$ cat src/rtl/mic1_pkg.sv
// mic1_pkg: MIR field layout, selector encodings and core state shared by the MIC-1 stall core
package mic1_pkg;

  // Default register reset vectors (word addresses of the JVM memory areas)
  localparam logic [31:0] STACKPOINTER_ADDRESS       = 32'h0000_8000;
  localparam logic [31:0] LOCALVARIABLEFRAME_ADDRESS = 32'h0000_C000;
  localparam logic [31:0] CONSTANTPOOL_ADDRESS       = 32'h0000_4000;

  // MIR field offsets
  localparam int B_LO    = 0;
  localparam int M_LO    = 4;
  localparam int ALU_LO  = 16;
  localparam int SH_LO   = 22;
  localparam int J_JAMZ  = 24;
  localparam int J_JAMN  = 25;
  localparam int J_JMPC  = 26;
  localparam int NEXT_LO = 27;

  // C-bus destination bits inside the MIR
  localparam int C_MAR = 7;
  localparam int C_MDR = 8;
  localparam int C_PC  = 9;
  localparam int C_SP  = 10;
  localparam int C_LV  = 11;
  localparam int C_CPP = 12;
  localparam int C_TOS = 13;
  localparam int C_OPC = 14;
  localparam int C_H   = 15;

  // Memory-control bits inside the 3-bit mem field
  localparam int MB_FETCH = 0;
  localparam int MB_READ  = 1;
  localparam int MB_WRITE = 2;

  function automatic int mir_w(input int mpc_w);
    return 27 + mpc_w;
  endfunction

  function automatic int next_hi(input int mpc_w);
    return 26 + mpc_w;
  endfunction

  typedef enum logic [3:0] {
    B_MDR  = 4'd0,
    B_PC   = 4'd1,
    B_MBR  = 4'd2,
    B_MBRU = 4'd3,
    B_SP   = 4'd4,
    B_LV   = 4'd5,
    B_CPP  = 4'd6,
    B_TOS  = 4'd7,
    B_OPC  = 4'd8
  } b_sel_e;

  typedef enum logic [1:0] {
    RUN  = 2'd0,
    WAIT = 2'd1,
    HALT = 2'd2
  } state_e;

endpackage

$ cat src/rtl/alu.sv
// alu: MIC-1 ALU (AND / OR / NOT B / sum) with enable, invert and carry-in controls
module alu #(
  parameter int W = 32
) (
  input  logic [W-1:0] a,
  input  logic [W-1:0] b,
  input  logic [5:0]   ctrl,
  output logic [W-1:0] y,
  output logic         n,
  output logic         z
);

  logic [W-1:0] ea;
  logic [W-1:0] eb;

  // ctrl = {F0, F1, ENA, ENB, INVA, INC}; INVA applies after ENA so "-1" is reachable
  always_comb begin
    ea = (ctrl[3] ? a : '0) ^ {W{ctrl[1]}};
    eb = ctrl[2] ? b : '0;
    y  = ctrl[5:4] == 2'b00 ? ea & eb :
         ctrl[5:4] == 2'b01 ? ea | eb :
         ctrl[5:4] == 2'b10 ? ~eb :
                              ea + eb + W'(ctrl[0]);
  end

  assign n = y[W-1];
  assign z = ~|y;

endmodule

$ cat src/rtl/mic1_mem_ctrl.sv
// mic1_mem_ctrl: holds outstanding memory ops, retires each on its own ack, derives stall and err
module mic1_mem_ctrl
  import mic1_pkg::*;
(
  input  logic       clk,
  input  logic       resetn,
  input  logic       commit,
  input  logic [2:0] mem_bits,
  input  logic       mem_ack,
  input  logic       fetch_ack,
  output logic       mem_read,
  output logic       mem_write,
  output logic       mem_fetch,
  output logic       stall,
  output logic       busy,
  output logic       rd_done,
  output logic       fetch_done,
  output logic       err
);

  logic [2:0] pnd;
  logic [2:0] issue;
  logic       data_busy;
  logic       illegal;

  assign illegal   = mem_bits[MB_READ] & mem_bits[MB_WRITE];
  assign issue     = {mem_bits[MB_WRITE], mem_bits[MB_READ] & ~illegal, mem_bits[MB_FETCH]};
  assign data_busy = pnd[MB_READ] | pnd[MB_WRITE];

  assign mem_read   = pnd[MB_READ];
  assign mem_write  = pnd[MB_WRITE];
  assign mem_fetch  = pnd[MB_FETCH];
  assign busy       = |pnd;
  assign rd_done    = pnd[MB_READ] & mem_ack;
  assign fetch_done = pnd[MB_FETCH] & fetch_ack;
  assign stall      = (data_busy & ~mem_ack) | (pnd[MB_FETCH] & ~fetch_ack);

  // A commit loads the new op set; otherwise each op drops out independently once acked
  always_ff @(posedge clk or negedge resetn) begin
    if (!resetn) begin
      pnd <= '0;
      err <= 1'b0;
    end else begin
      pnd <= commit ? issue : pnd & ~{mem_ack, mem_ack, fetch_ack};
      err <= err | (commit & illegal);
    end
  end

endmodule

$ cat src/rtl/shifter.sv
// shifter: MIC-1 output shifter, ctrl = {SLL8, SRA1}
module shifter #(
  parameter int W = 32
) (
  input  logic [W-1:0] x,
  input  logic [1:0]   ctrl,
  output logic [W-1:0] y
);

  // SLL8 takes precedence if both bits are set
  always_comb begin
    y = ctrl[1] ? x << 8 : ctrl[0] ? {x[W-1], x[W-1:1]} : x;
  end

endmodule

$ cat src/rtl/mic1_stall_core.sv
// mic1_stall_core: MIC-1 datapath and microsequencer with handshaked memory, halt and illegal-op flag
module mic1_stall_core
  import mic1_pkg::*;
#(
  parameter int                 DATA_W    = 32,
  parameter int                 MPC_W     = 9,
  parameter logic [DATA_W-1:0]  PC_RESET  = '1,
  parameter logic [DATA_W-1:0]  SP_RESET  = DATA_W'(STACKPOINTER_ADDRESS),
  parameter logic [DATA_W-1:0]  LV_RESET  = DATA_W'(LOCALVARIABLEFRAME_ADDRESS),
  parameter logic [DATA_W-1:0]  CPP_RESET = DATA_W'(CONSTANTPOOL_ADDRESS),
  parameter logic [MPC_W-1:0]   HALT_ADDR = '1
) (
  input  logic              clk,
  input  logic              resetn,
  output logic [MPC_W-1:0]  mp_mem_addr,
  input  logic [26+MPC_W:0] mp_mem_rdata,
  output logic [DATA_W-1:0] mem_addr,
  output logic [DATA_W-1:0] mem_wdata,
  input  logic [DATA_W-1:0] mem_rdata,
  output logic              mem_read,
  output logic              mem_write,
  input  logic              mem_ack,
  output logic [DATA_W-1:0] mem_addr_instr,
  input  logic [7:0]        mem_rd_instr,
  output logic              mem_fetch,
  input  logic              fetch_ack,
  output logic              halted,
  output logic              err,
  output logic [DATA_W-1:0] out
);

  localparam int MIR_W = mir_w(MPC_W);

  logic [MIR_W-1:0]  mir;
  logic [MPC_W-1:0]  mpc;
  logic [MPC_W-1:0]  mpc_nxt;
  logic [MPC_W-1:0]  nxt;
  logic [DATA_W-1:0] mar, mdr, pc, sp, lv, cpp, tos, opc, h;
  logic [7:0]        mbr;
  logic [DATA_W-1:0] b_bus;
  logic [DATA_W-1:0] alu_y;
  logic [DATA_W-1:0] c_bus;
  logic              alu_n, alu_z;
  logic              stall, busy, rd_done, fetch_done;
  logic              at_halt, halt_now, commit;
  state_e            state, state_nxt;

  assign mir = mp_mem_rdata;
  assign nxt = mir[next_hi(MPC_W):NEXT_LO];

  assign mp_mem_addr    = mpc;
  assign mem_addr       = mar;
  assign mem_wdata      = mdr;
  assign mem_addr_instr = pc;
  assign out            = h;
  assign halted         = state == HALT;

  // The halt microaddress never executes; the core waits there for outstanding ops, then stops
  assign at_halt  = mpc == HALT_ADDR;
  assign halt_now = at_halt & ~busy;
  assign commit   = (state != HALT) & ~stall & ~at_halt;

  // B-bus source select; unused encodings drive zero
  always_comb begin
    case (mir[B_LO +: 4])
      B_MDR:   b_bus = mdr;
      B_PC:    b_bus = pc;
      B_MBR:   b_bus = {{(DATA_W-8){mbr[7]}}, mbr};
      B_MBRU:  b_bus = {{(DATA_W-8){1'b0}}, mbr};
      B_SP:    b_bus = sp;
      B_LV:    b_bus = lv;
      B_CPP:   b_bus = cpp;
      B_TOS:   b_bus = tos;
      B_OPC:   b_bus = opc;
      default: b_bus = '0;
    endcase
  end

  alu #(.W(DATA_W)) u_alu (
    .a    (h),
    .b    (b_bus),
    .ctrl (mir[ALU_LO +: 6]),
    .y    (alu_y),
    .n    (alu_n),
    .z    (alu_z)
  );

  shifter #(.W(DATA_W)) u_shifter (
    .x    (alu_y),
    .ctrl (mir[SH_LO +: 2]),
    .y    (c_bus)
  );

  // JMPC ORs in the current MBR; JAMZ/JAMN only ever touch the top MPC bit
  assign mpc_nxt = mir[J_JMPC] ? nxt | MPC_W'(mbr) :
                   {nxt[MPC_W-1] | (mir[J_JAMZ] & alu_z) | (mir[J_JAMN] & alu_n), nxt[MPC_W-2:0]};

  mic1_mem_ctrl u_mem_ctrl (
    .clk        (clk),
    .resetn     (resetn),
    .commit     (commit),
    .mem_bits   (mir[M_LO +: 3]),
    .mem_ack    (mem_ack),
    .fetch_ack  (fetch_ack),
    .mem_read   (mem_read),
    .mem_write  (mem_write),
    .mem_fetch  (mem_fetch),
    .stall      (stall),
    .busy       (busy),
    .rd_done    (rd_done),
    .fetch_done (fetch_done),
    .err        (err)
  );

  // Sequencer state register
  always_ff @(posedge clk or negedge resetn) begin
    if (!resetn) state <= RUN;
    else state <= state_nxt;
  end

  // RUN issues, WAIT holds while ops are outstanding, HALT is terminal until reset
  always_comb begin
    state_nxt = state;
    case (state)
      RUN:     state_nxt = halt_now ? HALT : (commit && |mir[M_LO +: 3]) ? WAIT : RUN;
      WAIT:    state_nxt = stall ? WAIT : (commit && |mir[M_LO +: 3]) ? WAIT : RUN;
      default: state_nxt = HALT;
    endcase
  end

  // Architectural registers: C-bus loads on commit, read/fetch data land on their acks
  always_ff @(posedge clk or negedge resetn) begin
    if (!resetn) begin
      mpc <= '0;
      mar <= '0;
      mdr <= '0;
      mbr <= '0;
      pc  <= PC_RESET;
      sp  <= SP_RESET;
      lv  <= LV_RESET;
      cpp <= CPP_RESET;
      tos <= '0;
      opc <= '0;
      h   <= '0;
    end else begin
      if (commit) begin
        mpc <= mpc_nxt;
        if (mir[C_MAR]) mar <= c_bus;
        if (mir[C_PC])  pc  <= c_bus;
        if (mir[C_SP])  sp  <= c_bus;
        if (mir[C_LV])  lv  <= c_bus;
        if (mir[C_CPP]) cpp <= c_bus;
        if (mir[C_TOS]) tos <= c_bus;
        if (mir[C_OPC]) opc <= c_bus;
        if (mir[C_H])   h   <= c_bus;
      end
      if (rd_done) mdr <= mem_rdata;
      else if (commit && mir[C_MDR]) mdr <= c_bus;
      if (fetch_done) mbr <= mem_rd_instr;
    end
  end

endmodule

$ cat config.mk
export PLATFORM = sky130hd
export DESIGN_NAME = mic1_stall_core
export DESIGN_NICKNAME = d
export VERILOG_FILES = /design/src/rtl/mic1_pkg.sv /design/src/rtl/alu.sv /design/src/rtl/mic1_mem_ctrl.sv /design/src/rtl/shifter.sv /design/src/rtl/mic1_stall_core.sv
export SDC_FILE = /design/constraint.sdc
export NUM_CORES = 1
export LEC_CHECK = 0
export ABC_AREA = 1
export CORE_MARGIN = 2
export CORE_UTILIZATION = 30
export CTS_CLUSTER_DIAMETER = 60
export DETAILED_ROUTE_END_ITERATION = 10
export PLACE_DENSITY = 0.47
export SYNTH_ARGS = -nofsm -noshare
export SYNTH_HDL_FRONTEND = slang
export SYNTH_SLANG_ARGS = --single-unit
$ cat constraint.sdc
create_clock -name clk -period 3.3 [get_ports clk]
set_input_delay 0.66 -clock clk [delete_from_list [all_inputs] [get_ports clk]]
set_output_delay 0.66 -clock clk [all_outputs]
set_load 0.05 [all_outputs]
* Yosys cells after proc, flatten, opt, wreduce, memory -nomap -nowiden
Index checks and enable logic that the tools add are counted.
Storage, ports and cells: register bits 311
Cells by class: add/subtract/negate cells 2, equal/unequal tests 14, mux-type cells 16, bitwise operators 30, reductions and logical operators 18
Operators with widths (number):
- $pmux 32 s9 | 1
- $mux 32 | 8
- $add 32x1->32 | 1
- $add 32x32->32 | 1
- $and 32x32->32 | 1
- $not 32->32 | 1
- $or 32x32->32 | 1
- $reduce_or 32->1 | 1
- $xor 32x32->32 | 1
- $mux 31 | 1
- $eq 4x3->1 const B | 4
- $reduce_and 2->1 | 8
- $and 1x1->1 | 12
- $eq 9x9->1 const B | 1
- $mux 9 | 1
- $or 9x8->9 | 1
- $eq 4x2->1 const B | 2
- $not 1->1 | 6
- $reduce_or 3->1 | 2
- $or 1x1->1 | 5
- $eq 2x1->1 const B | 2
- $eq 2x2->1 const B | 2
- $eq 4x1->1 const B | 1
- $eq 4x4->1 const B | 1
- 12 further kinds | 15

* Logic depth before layout (Yosys ltp)
word-level depth 14, depth in mapped cells 35, gate-level depth less buffers 34

* Hierarchy
Synthesis repeated with hierarchy kept, for this count alone.
Unflattened totals: cell total of the unflattened synthesis 3040, area, all modules 19705.1 µm²
By module, submodules not included:
- mic1_stall_core | instances 1, cells an instance 1932, area an instance 14300.0 µm², seq. area each 7727.4 µm²
- alu | instances 1, cells an instance 899, area an instance 4464.3 µm², seq. area each 0.0 µm²
- shifter | instances 1, cells an instance 179, area an instance 729.4 µm², seq. area each 0.0 µm²
- mic1_mem_ctrl | instances 1, cells an instance 30, area an instance 211.5 µm², seq. area each 100.1 µm²

* Least setup slack after synthesis
No wires, ideal clock.
kind input port to flip-flop, start point input port mp_mem_rdata[17], end point register mdr[27], in the netlist mem_wdata[27], arrival time 4.298 ns, slack -1.123 ns, stages on the path 24, path buffers 4, cell sequence buf_2 -> buf_1 -> clkbuf_1 -> xor2_1 -> inv_1 -> fa_1 -> inv_1 -> fa_1 -> o21ai_0 -> nand3_1 -> nand3_2 -> nand2_2 -> nand2_2 -> nand2_1 -> nand2_2 -> nand2_1 -> nand3_1 -> nand3_1 -> a21oi_2 -> o21ai_0 -> o22a_1 -> buf_2 -> nand2_1 -> nand3_1
On the way: cells in the longest elaborated chain, start to end 10, elaborated cells between the ends (all ways) 12
RTL lines:
- start, declared | line mic1_stall_core.sv:16 | input logic [26+MPC_W:0] mp_mem_rdata,
- $xor 32x32->32 * | line alu.sv:18 | ea = (ctrl[3] ? a : '0) ^ {W{ctrl[1]}};
- $add 32x32->32 | line alu.sv:23 | ea + eb + W'(ctrl[0]);
- $add 32x1->32 | line alu.sv:23
- $mux 32 | line alu.sv:22 | ctrl[5:4] == 2'b10 ? ~eb :
- $mux 32 | line alu.sv:21 | ctrl[5:4] == 2'b01 ? ea | eb :
- $mux 32 * | line alu.sv:20 | y = ctrl[5:4] == 2'b00 ? ea & eb :
- $mux 31 | line shifter.sv:12 | y = ctrl[1] ? x << 8 : ctrl[0] ? {x[W-1], x[W-1:1]} : x;
- $mux 32 * | line shifter.sv:12
- $mux 32 * | line mic1_stall_core.sv:158 | else if (commit && mir[C_MDR]) mdr <= c_bus;
- $mux 32 * | line mic1_stall_core.sv:157 | if (rd_done) mdr <= mem_rdata;
- end signal, assigned | line mic1_stall_core.sv:157
- end signal, assigned | line mic1_stall_core.sv:158
- end, declared | line mic1_stall_core.sv:38 | logic [DATA_W-1:0] mar, mdr, pc, sp, lv, cpp, tos, opc, h;
Every way passes the cells marked *; elsewhere a longest branch is shown, timed or not. The select of a mux whose other input is x is not followed. A chain may end at the register's enable or synchronous reset.

* Worst setup path after layout
start point input port mp_mem_rdata[1], end point register cpp[30]
On the way: cells in the longest elaborated chain, start to end 10, elaborated cells between the ends (all ways) 21
RTL lines:
- $eq 4x4->1, or another cell as far along | line mic1_stall_core.sv:65 | case (mir[B_LO +: 4])
- $pmux 32 s9 * | line mic1_stall_core.sv:65
- $mux 32 * | line alu.sv:19 | eb = ctrl[2] ? b : '0;
- $add 32x32->32 | line alu.sv:23
- $add 32x1->32 | line alu.sv:23
- $mux 32 | line alu.sv:22
- $mux 32 | line alu.sv:21
- $mux 32 * | line alu.sv:20
- $mux 31 | line shifter.sv:12
- $mux 32 * | line shifter.sv:12
- end signal, assigned | line mic1_stall_core.sv:152 | if (mir[C_CPP]) cpp <= c_bus;
- end, declared | line mic1_stall_core.sv:38
Every way passes the cells marked *; elsewhere a longest branch is shown, timed or not.

==> flow_metrics.py <==
metrics = {
    "floorplanning": {
        "fp.dieArea_sq_um": 62300,
        "num_io_pins": 222,
        "die_w_microns": 250,
        "row_count": 90,
        "design.core.area_sq_um": 60000,
        "start_util": 0.301,
        "die_h_microns": 250,
    },
    "synth": {
        "ys_warn_count": 0,
        "syn_avg_cell_area_sq_um": 7.54,
        "synth_area_leader_cell": "dfrtp_1",
        "yosys-top-cells-area": "dfrtp_1 38%, nand2_1 16%, o21ai_0 7.9%, dfstp_2 5.2%, inv_1 5.0%",
        "synthesis.nets": 2540,
        "yosysSeqAreaShare": 0.433,
        "synthArstFlopShare": 1.00,
        "synth-edff-count": 0,
        "syn_area_sq_um": 18100,
        "synthFlopType": "dfrtp_1",
        "syn-instance-count": 2398,
        "synth_top_area_frac": 0.381,
        "synth_cell_types": 56,
        "synth_seq_cells": 311,
    },
    "setup_path": {
        "crit_path_end_kind": "flip-flop",
        "timing.rr.start": "mbr[7]$_DFFE_PN0P_",
        "crit_required_ps": 3770,
        "cp-start-kind": "input port",
        "crit_slowest_cell": "a2111oi_4",
        "cp.arrival_ps": 4370,
        "crit_top_cell": "nand2_1",
        "cpPeakStageDelay_ps": 420,
        "critPathMaxFanout": 8,
        "reg2reg_to": "cpp[30]$_DFFE_PN0P_",
        "path_class": "in2reg",
        "reg2reg_depth": 23,
        "reg2reg_slack_ps": -570,
    },
    "routing": {
        "via_per_inst": 5.01,
        "firstDrtPassIters": 7,
        "drc": 0,
        "antenna_left": 0,
        "totalWireLength_microns": 81800,
        "vias": 19566,
        "first_iter_violations": 1402,
        "wl_per_cell_microns": 20.9,
    },
    "global_routing": {
        "grt_pass1_vias": 19658,
        "gr-usage-all-layers": 0.261,
        "grt_overflow": 0,
        "antenna_found_initial": 1,
        "grt_start_max_net_pins": 76,
        "grt_pass1_wl_microns": 124000,
    },
    "layout": {
        "stdcell_count": 3909,
        "mostFrequentLayoutCell": "nand2_1",
        "nNetsFinal": 3239,
        "utilization": 0.480,
        "syn2layout_area_growth_pct": 59.3,
        "final_cell_mix": "665 x nand2_1, 489 x buf_4, 275 x dfrtp_1, 215 x inv_1, 213 x clkdlybuf4s50_1",
        "drive_above_1_share": 0.335,
    },
    "cts": {
        "clockRootBuffer": "clkbuf_16",
        "clk_path_buf_depth": 3,
        "cts_tree": "yes",
        "path_clk_slew_ps": 60,
        "cts_buffers": 38,
        "clock_latency_ps": 570,
        "h-tree-depth": 2,
        "cts.sinks": 311,
        "cts_hold_buf": 0,
    },
    "run": {
        "maxCapViolCount": 0,
    },
    "power_and_ir_drop": {
        "leakagePower_nw": 13.6,
        "power_density_nw_per_um2": 696,
        "ir_drop_mv": 0.448,
    },
    "place": {
        "gp_congestion": 0.914,
        "port_buffers": 221,
        "dp.cells": 3776,
        "hpwl_microns": 60500,
    },
    "timing": {
        "clock.fmax_mhz": 257,
        "fin_setup_tns_ps": -98340,
        "finalClockSkew_ps": 23.0,
        "setup_ws_ps": -593,
        "hold_violations": 0,
        "worst_pin_slew_ps": 894,
        "rsz0062_at_grt": "true",
        "slew_headroom": 0.404,
        "finalCritPeriodShare": 1.18,
        "holdWs_ps": 72.6,
        "report.final.setup_viol": 279,
        "final.min_clock_period_ps": 3890,
        "slew_viol_final": 0,
    },
    "worst_hold_path": {
        "hold_path.class": "in2async",
    },
    "run_status": {
        "status": "finished with violations",
        "failed_checks": "negative setup slack",
    },
}
per-stage QoR:
stage | power, W | setup slack, ps | area [sq um]
2_1_floorplan | 0.0104 | -527 | 18400
3_3_place_gp | 0.0149 | -2240 | 25200
3_5_place_dp | 0.0149 | -2200 | 25200
4_1_cts | 0.0198 | -575 | 28200
5_1_grt | 0.0211 | -781 | 28800
6_report | 0.0201 | -593 | 28800
what timing repair did:
item,CTS,global route
buffers inserted,48,11
gates resized for setup,329,142
pin swaps,119,69
endpoints found under the setup margin,289,289
hold endpoints to repair,0,0
gates cloned,6,1
report_power, final:
part           switching (W)  internal (W)
clock                0.00177       0.00234
sequential          0.000774       0.00506
combinational        0.00604       0.00408
total                0.00858        0.0115
worst max-delay path by stage:
stage | from | to
finish | mp_mem_rdata[1] | cpp[30]$_DFFE_PN0P_
global route | mp_mem_rdata[1] | mp_mem_addr[8]$_DFFE_PN0P_
CTS | mp_mem_rdata[1] | mp_mem_addr[8]$_DFFE_PN0P_
detailed placement | mp_mem_rdata[1] | cpp[30]$_DFFE_PN0P_
global placement | mp_mem_rdata[1] | tos[30]$_DFFE_PN0P_
floorplan | mp_mem_rdata[1] | mem_wdata[16]$_DFFE_PN0P_
routing by layer:
layer / vias up / share of wire / GRT usage
met5: - / 0 / 0
met4: 0 / 0.030 / 0.0878
met3: 104 / 0.049 / 0.0264
met2: 569 / 0.46 / 0.419
met1: 9572 / 0.46 / 0.369
li1: 9321 / - / -
flip-flops by register name, summed over array words and instances, names as in the netlist:
name            cells
mem_addr           32
u_mem_ctrl.pnd      3
mp_mem_addr         9
state               2
mem_wdata          32
tos                32
u_mem_ctrl.err      1
opc                32
mem_addr_instr     32
out                32
cpp                32
sp                 32
lv                 32
mbr                 8
worst max-delay path: cells and delay by family:
family,cells,cell delay (ps)
AND/OR/NAND/NOR,13,1240
AO/OA/AOI/OAI,6,1270
buffers and inverters,7,950
adder cells (fa/ha/maj),1,230
layout make-up:
class / count / area, sq um
Timing Repair inverter: 1 / 8.76
Timing Repair Buffer: 780 / 7160
Fill cell: 5860 / 31200
Clock buffer: 55 / 1050
Tap cell: 782 / 978
Inverter: 255 / 993
Sequential cell: 311 / 7830
Clock inverter: 14 / 143
Antenna cell: 1 / 2.50
Multi-Input combinational cell: 1710 / 10600
Yosys cell counts (4+ instances only):
library cell  instances
a211oi_1              5
a21oi_1              76
a21oi_2               7
a221oi_1             23
a31oi_1               6
a32o_1               22
buf_1                13
buf_2                22
buf_4                 4
buf_6                 5
clkbuf_1             79
dfrtp_1             275
dfstp_2              36
ha_1                 60
inv_1               242
inv_2                10
nand2_1             753
nand2_2              11
nand3_1             119
nand3_2               4
nand3b_1              4
nand4_1              14
nor2_1              111
nor2_2                5
nor3_1               14
o211ai_1             33
o21ai_0             285
o21ai_1              37
o21ai_2               5
o221ai_1             12
o22ai_1              27
xor2_1               33
cells by family after synthesis:
| logic type | count (synthesis) | share of synthesized area |
|---|---|---|
| AO/OA/AOI/OAI | 563 | 0.186 |
| buffers and inverters | 378 | 0.0829 |
| flip-flops | 311 | 0.433 |
| adder cells (fa/ha/maj) | 62 | 0.0437 |
| XOR/XNOR | 35 | 0.0170 |
| AND/OR/NAND/NOR | 1046 | 0.236 |
| multiplexers | 3 | 0.00187 |
Power figures use the tool's default switching activity.
